<file path="src/rtl/rf_pkg.sv">
// rf_pkg: shared widths and word/address types for the register file
package rf_pkg;
  localparam int DATA_W = 32;
  localparam int ADDR_W = 5;
  localparam int DEPTH = 2 ** ADDR_W;
  typedef logic [ADDR_W-1:0] rf_addr_t;
  typedef logic [DATA_W-1:0] rf_word_t;
endpackage

</file>
<file path="src/rtl/rf_read_port.sv">
// rf_read_port: enable-gated registered read port with write-first bypass
module rf_read_port
  import rf_pkg::*;
(
  input  logic     clk,
  input  logic     rst,
  input  logic     en,
  input  rf_addr_t addr,
  input  rf_word_t rd_word,
  input  logic     we,
  input  rf_addr_t waddr,
  input  rf_word_t wdata,
  output rf_word_t q
);
  // a same-cycle write to the read address wins over the stored word
  always_ff @(posedge clk)
    if (rst) q <= '0;
    else if (en) q <= (we && waddr == addr) ? wdata : rd_word;
endmodule

</file>
<file path="src/rtl/register_file_32x32.sv">
// register_file_32x32: 32x32 flop-array register file, one write port, two registered read ports
module register_file_32x32
  import rf_pkg::*;
(
  input  logic              clk,
  input  logic              rst,
  input  logic [DATA_W-1:0] In,
  input  logic [ADDR_W-1:0] address_w,
  input  logic              enable_w,
  input  logic [ADDR_W-1:0] address_a,
  input  logic              enable_a,
  input  logic [ADDR_W-1:0] address_b,
  input  logic              enable_b,
  output logic [DATA_W-1:0] OutA,
  output logic [DATA_W-1:0] OutB
);
  rf_word_t mem [DEPTH];
  // storage: reset clears every entry, otherwise the addressed entry takes In
  always_ff @(posedge clk)
    if (rst) for (int i = 0; i < DEPTH; i++) mem[i] <= '0;
    else if (enable_w) mem[address_w] <= In;
  rf_read_port u_port_a (
    .clk(clk), .rst(rst), .en(enable_a), .addr(address_a), .rd_word(mem[address_a]),
    .we(enable_w), .waddr(address_w), .wdata(In), .q(OutA)
  );
  rf_read_port u_port_b (
    .clk(clk), .rst(rst), .en(enable_b), .addr(address_b), .rd_word(mem[address_b]),
    .we(enable_w), .waddr(address_w), .wdata(In), .q(OutB)
  );
endmodule

</file>
<file path="config.mk">
export PLATFORM = sky130hd
export DESIGN_NAME = register_file_32x32
export DESIGN_NICKNAME = d
export VERILOG_FILES = /design/src/rtl/rf_pkg.sv /design/src/rtl/rf_read_port.sv /design/src/rtl/register_file_32x32.sv
export SDC_FILE = /design/constraint.sdc
export NUM_CORES = 2
export LEC_CHECK = 0
export ABC_CLOCK_PERIOD_IN_PS = 5550
export CAP_MARGIN = 20
export CORE_ASPECT_RATIO = 1.2
export CORE_MARGIN = 10
export CORE_UTILIZATION = 53
export CTS_CLUSTER_DIAMETER = 120
export DETAILED_ROUTE_END_ITERATION = 10
export GPL_TIMING_DRIVEN = 0
export HOLD_SLACK_MARGIN = 0.06
export PLACE_DENSITY = 0.7
export SYNTH_ARGS = -nofsm -noshare
export SYNTH_HDL_FRONTEND = slang
export SYNTH_SLANG_ARGS = --single-unit
export TNS_END_PERCENT = 50
</file>
<file path="constraint.sdc">
create_clock -name clk -period 5.55 [get_ports clk]
set_input_delay 0.8325 -clock clk [delete_from_list [all_inputs] [get_ports clk]]
set_output_delay 0.8325 -clock clk [all_outputs]
set_load 0.005 [all_outputs]
</file>
==> results_dict.tcl <==
set metrics [dict create \
    start_util_pct 53.5 \
    fin_skew_ns 0.0337 \
    hold_violations 0 \
    synthTopCellsByArea "edfxtp_1, mux4_2, and2_1" \
    syn_inst 3971 \
    cp-startpoint "rst" \
    finalCriticalPeriod_ns 4.55 \
    dp.cells 5493 \
    synth_cell_types 50 \
    cts.sinks 1088 \
    path_depth 5 \
    rows 132 \
    cp_num_buf_inv 4 \
    ys.flop_type "edfxtp_1" \
    worstPathArrival_ns 4.88 \
    cp-end-kind "flop" \
    final_common_cell "and2_1" \
    cp_top_family "buffers and inverters" \
    netSwitchingFraction_pct 26.9 \
    place.gp.congestion 1.06 \
    root_buffer "clkbuf_16" \
    hold_buffers 0 \
    path_max_fanout 32 \
    synth_fp_nets 4023 \
    drtIter0Drc 6401 \
    critPathMaxStageDelay_ns 1.02 \
    synth_top_area_share_pct 53.1 \
    crit_path_end "mem[4][28]" \
    wl_per_cell_um 39.7 \
    cts_made_buffers 109 \
    grt_pass1_vias 39264 \
    cpMostUsedCell "clkbuf_1" \
    die-area_um2 123000 \
    slew_headroom_pct 12.7 \
    r2r_cells 6 \
    firstDrtPassIters 8 \
    track_usage_pct 36.4 \
    internal_power_w 0.0148 \
    cts_setup_buffers 0 \
    final_nets 4252 \
    antenna_found_initial 23 \
    p_comb_share_pct 13.7 \
    finalSetupTns_ns 0 \
    switchingPower_w 0.00543 \
    critPathRequiredTime_ns 5.89 \
    yosysTopAreaCell "edfxtp_1" \
    ioPinCount 116 \
    path_cells "clkdlybuf4s50_1 > clkbuf_1 > clkbuf_1 > clkbuf_1 > or2_2" \
    power.leakage_nw 22.3 \
    synth_warnings 0 \
    setup_viol 0 \
    finalCritPeriodShare_pct 82.0 \
    die_w_um 322 \
    clk_latency_ns 0.75 \
    hpwlAfterDp_um 164000 \
    io_buffers 104 \
    slew_violations 0 \
    drt-vias-per-instance 6.96 \
    outcome "finished clean" \
    ys_ff_latch 1088 \
    final_cell_mix "and2_1, edfxtp_1, mux4_2" \
    grt_max_degree 33 \
    synth_area_um2 57900 \
    reg2reg_slack_ns 2.79 \
    cts_resized 0 \
    synth_edf_count 1024 \
    ir_drop_uv 233 \
    worst_path_max_delay_cell "or2_2" \
    die_h_um 382 \
    vias 39811 \
    wl_um 227000 \
    drc 0 \
    grt.overflow.total 0 \
    worst_pin_slew_ns 1.31 \
    tritoncts "done" \
    syn_area_per_cell_um2 14.6 \
    hold_path_class "flop to flop" \
    clock_path_buffers 3 \
    crit_path_start_kind "input port" \
    clkTransAtPathRegs_ns 0.07 \
    ys_seq_area_share_pct 55.3 \
    synthArstFlopShare_pct 0 \
    powerDensity_nw_per_um2 313 \
    antenna_left 0 \
    crit_type "input port to flop" \
    p_clk_share_pct 38.1 \
    seqPwrFrac_pct 48.2 \
    grt_pass1_wl_um 305000 \
    rr_startpoint "mem[20][3]" \
    fp.coreArea_um2 108000 \
    timing.fmax_mhz 220 \
    drive_above_1_share_pct 19.9 \
    maxCapViolCount 0 \
    areaGrowthSynthToFinish_pct 11.5 \
    final_cells 5716 \
    cts_max_level 3 \
    total_power_w 0.0202 \
    grt_setup_unrepaired "no" \
    rr_endpoint "u_port_b.q[3]" \
]
==> how the worst min path moves through the flow <==
stage                               from              to  slack, ns  cells past startpoint
final                     u_port_a.q[11]  u_port_a.q[11]       0.47                      2
after global routing      u_port_a.q[11]  u_port_a.q[11]       0.50                      2
after global placement    u_port_a.q[18]  u_port_a.q[18]       0.46                      2
after detailed placement  u_port_a.q[11]  u_port_a.q[11]       0.46                      2
after CTS                 u_port_a.q[11]  u_port_a.q[11]       0.48                      2
after floorplan           u_port_a.q[11]  u_port_a.q[11]       0.45                      2
==> routing by layer <==
metal	global-route usage, %	part of all wire, %	vias to the layer above
li1	-	-	15678
met1	43.1	32	20169
met2	54.0	44	3193
met3	15.4	16	743
met4	23.8	7.6	28
met5	0	0.085	-
==> through the flow <==
step	util [%]	hold slack (ns)	setup WS, ns	cell area [µm²]
after detailed placement	56.3	0.462	0.677	60900
after floorplan	-	0.449	2.76	57900
after global placement	56.1	0.455	0.655	60700
final	59.7	0.473	1.00	64600
after CTS	59.6	0.476	1.40	64500
after global routing	59.7	0.498	1.18	64600
==> registers in the layout, summed over array words and instances (netlist names) <==
register and flops:
mem 1024, u_port_b.q 32, u_port_a.q 32
==> power groups by stage <==
| stage | registers, W | logic, W | clock network (W) |
|---|---|---|---|
| 3_5_place_dp | 0.00989 | 0.00263 | 0 |
| 3_3_place_gp | 0.00986 | 0.00260 | 0 |
| 4_1_cts | 0.00972 | 0.00264 | 0.00764 |
| 2_1_floorplan | 0.00975 | 0.00151 | 0 |
| 5_1_grt | 0.00977 | 0.00280 | 0.00794 |
| 6_report | 0.00974 | 0.00277 | 0.00769 |
==> cell usage after synthesis, types with 5 or more instances <==
cell type	count
nor4_1	20
o211ai_1	39
xor2_1	6
mux4_2	478
a21oi_1	55
dfxtp_1	64
and2_1	1026
o41ai_1	21
inv_1	5
buf_4	43
a211oi_1	62
nor3_1	8
edfxtp_1	1024
buf_2	75
a22o_1	22
o21ai_0	50
a211o_1	21
nor2_1	102
or2_2	35
nand2b_1	11
nor2b_1	40
and3_1	7
nand2_1	64
o31ai_1	9
clkinv_1	6
o22ai_1	44
clkbuf_1	277
o221ai_1	8
buf_1	8
buf_6	12
a22oi_1	65
mux2i_1	212
mux2_2	16
==> worst min-delay path, stage by stage (launching register included) <==
cell and delay (ns):
dfxtp_1 0.31, nand2_1 0.05, o31ai_1 0.06
==> cells by family after synthesis <==
kind of cell	Yosys count	share of synthesized area, %
flip-flops	1088	55.3
buffers and inverters	428	3.38
multiplexers	706	22.6
XOR/XNOR	10	0.151
AO/OA/AOI/OAI	408	4.92
AND/OR/NAND/NOR	1331	13.7
==> area by class of cell <==
| cell class | count | area (µm²) |
|---|---|---|
| clock buffers | 136 | 2930 |
| clock inverters | 72 | 694 |
| repair buffers | 118 | 1260 |
| fillers | 8322 | 43600 |
| multi-input cells | 2455 | 23900 |
| diodes | 12 | 30.0 |
| inverters | 11 | 41.3 |
| plain buffers | 417 | 1920 |
| well taps | 1407 | 1760 |
| flip-flops and latches | 1088 | 32000 |
Note: power is estimated with default switching activity, not from simulation.
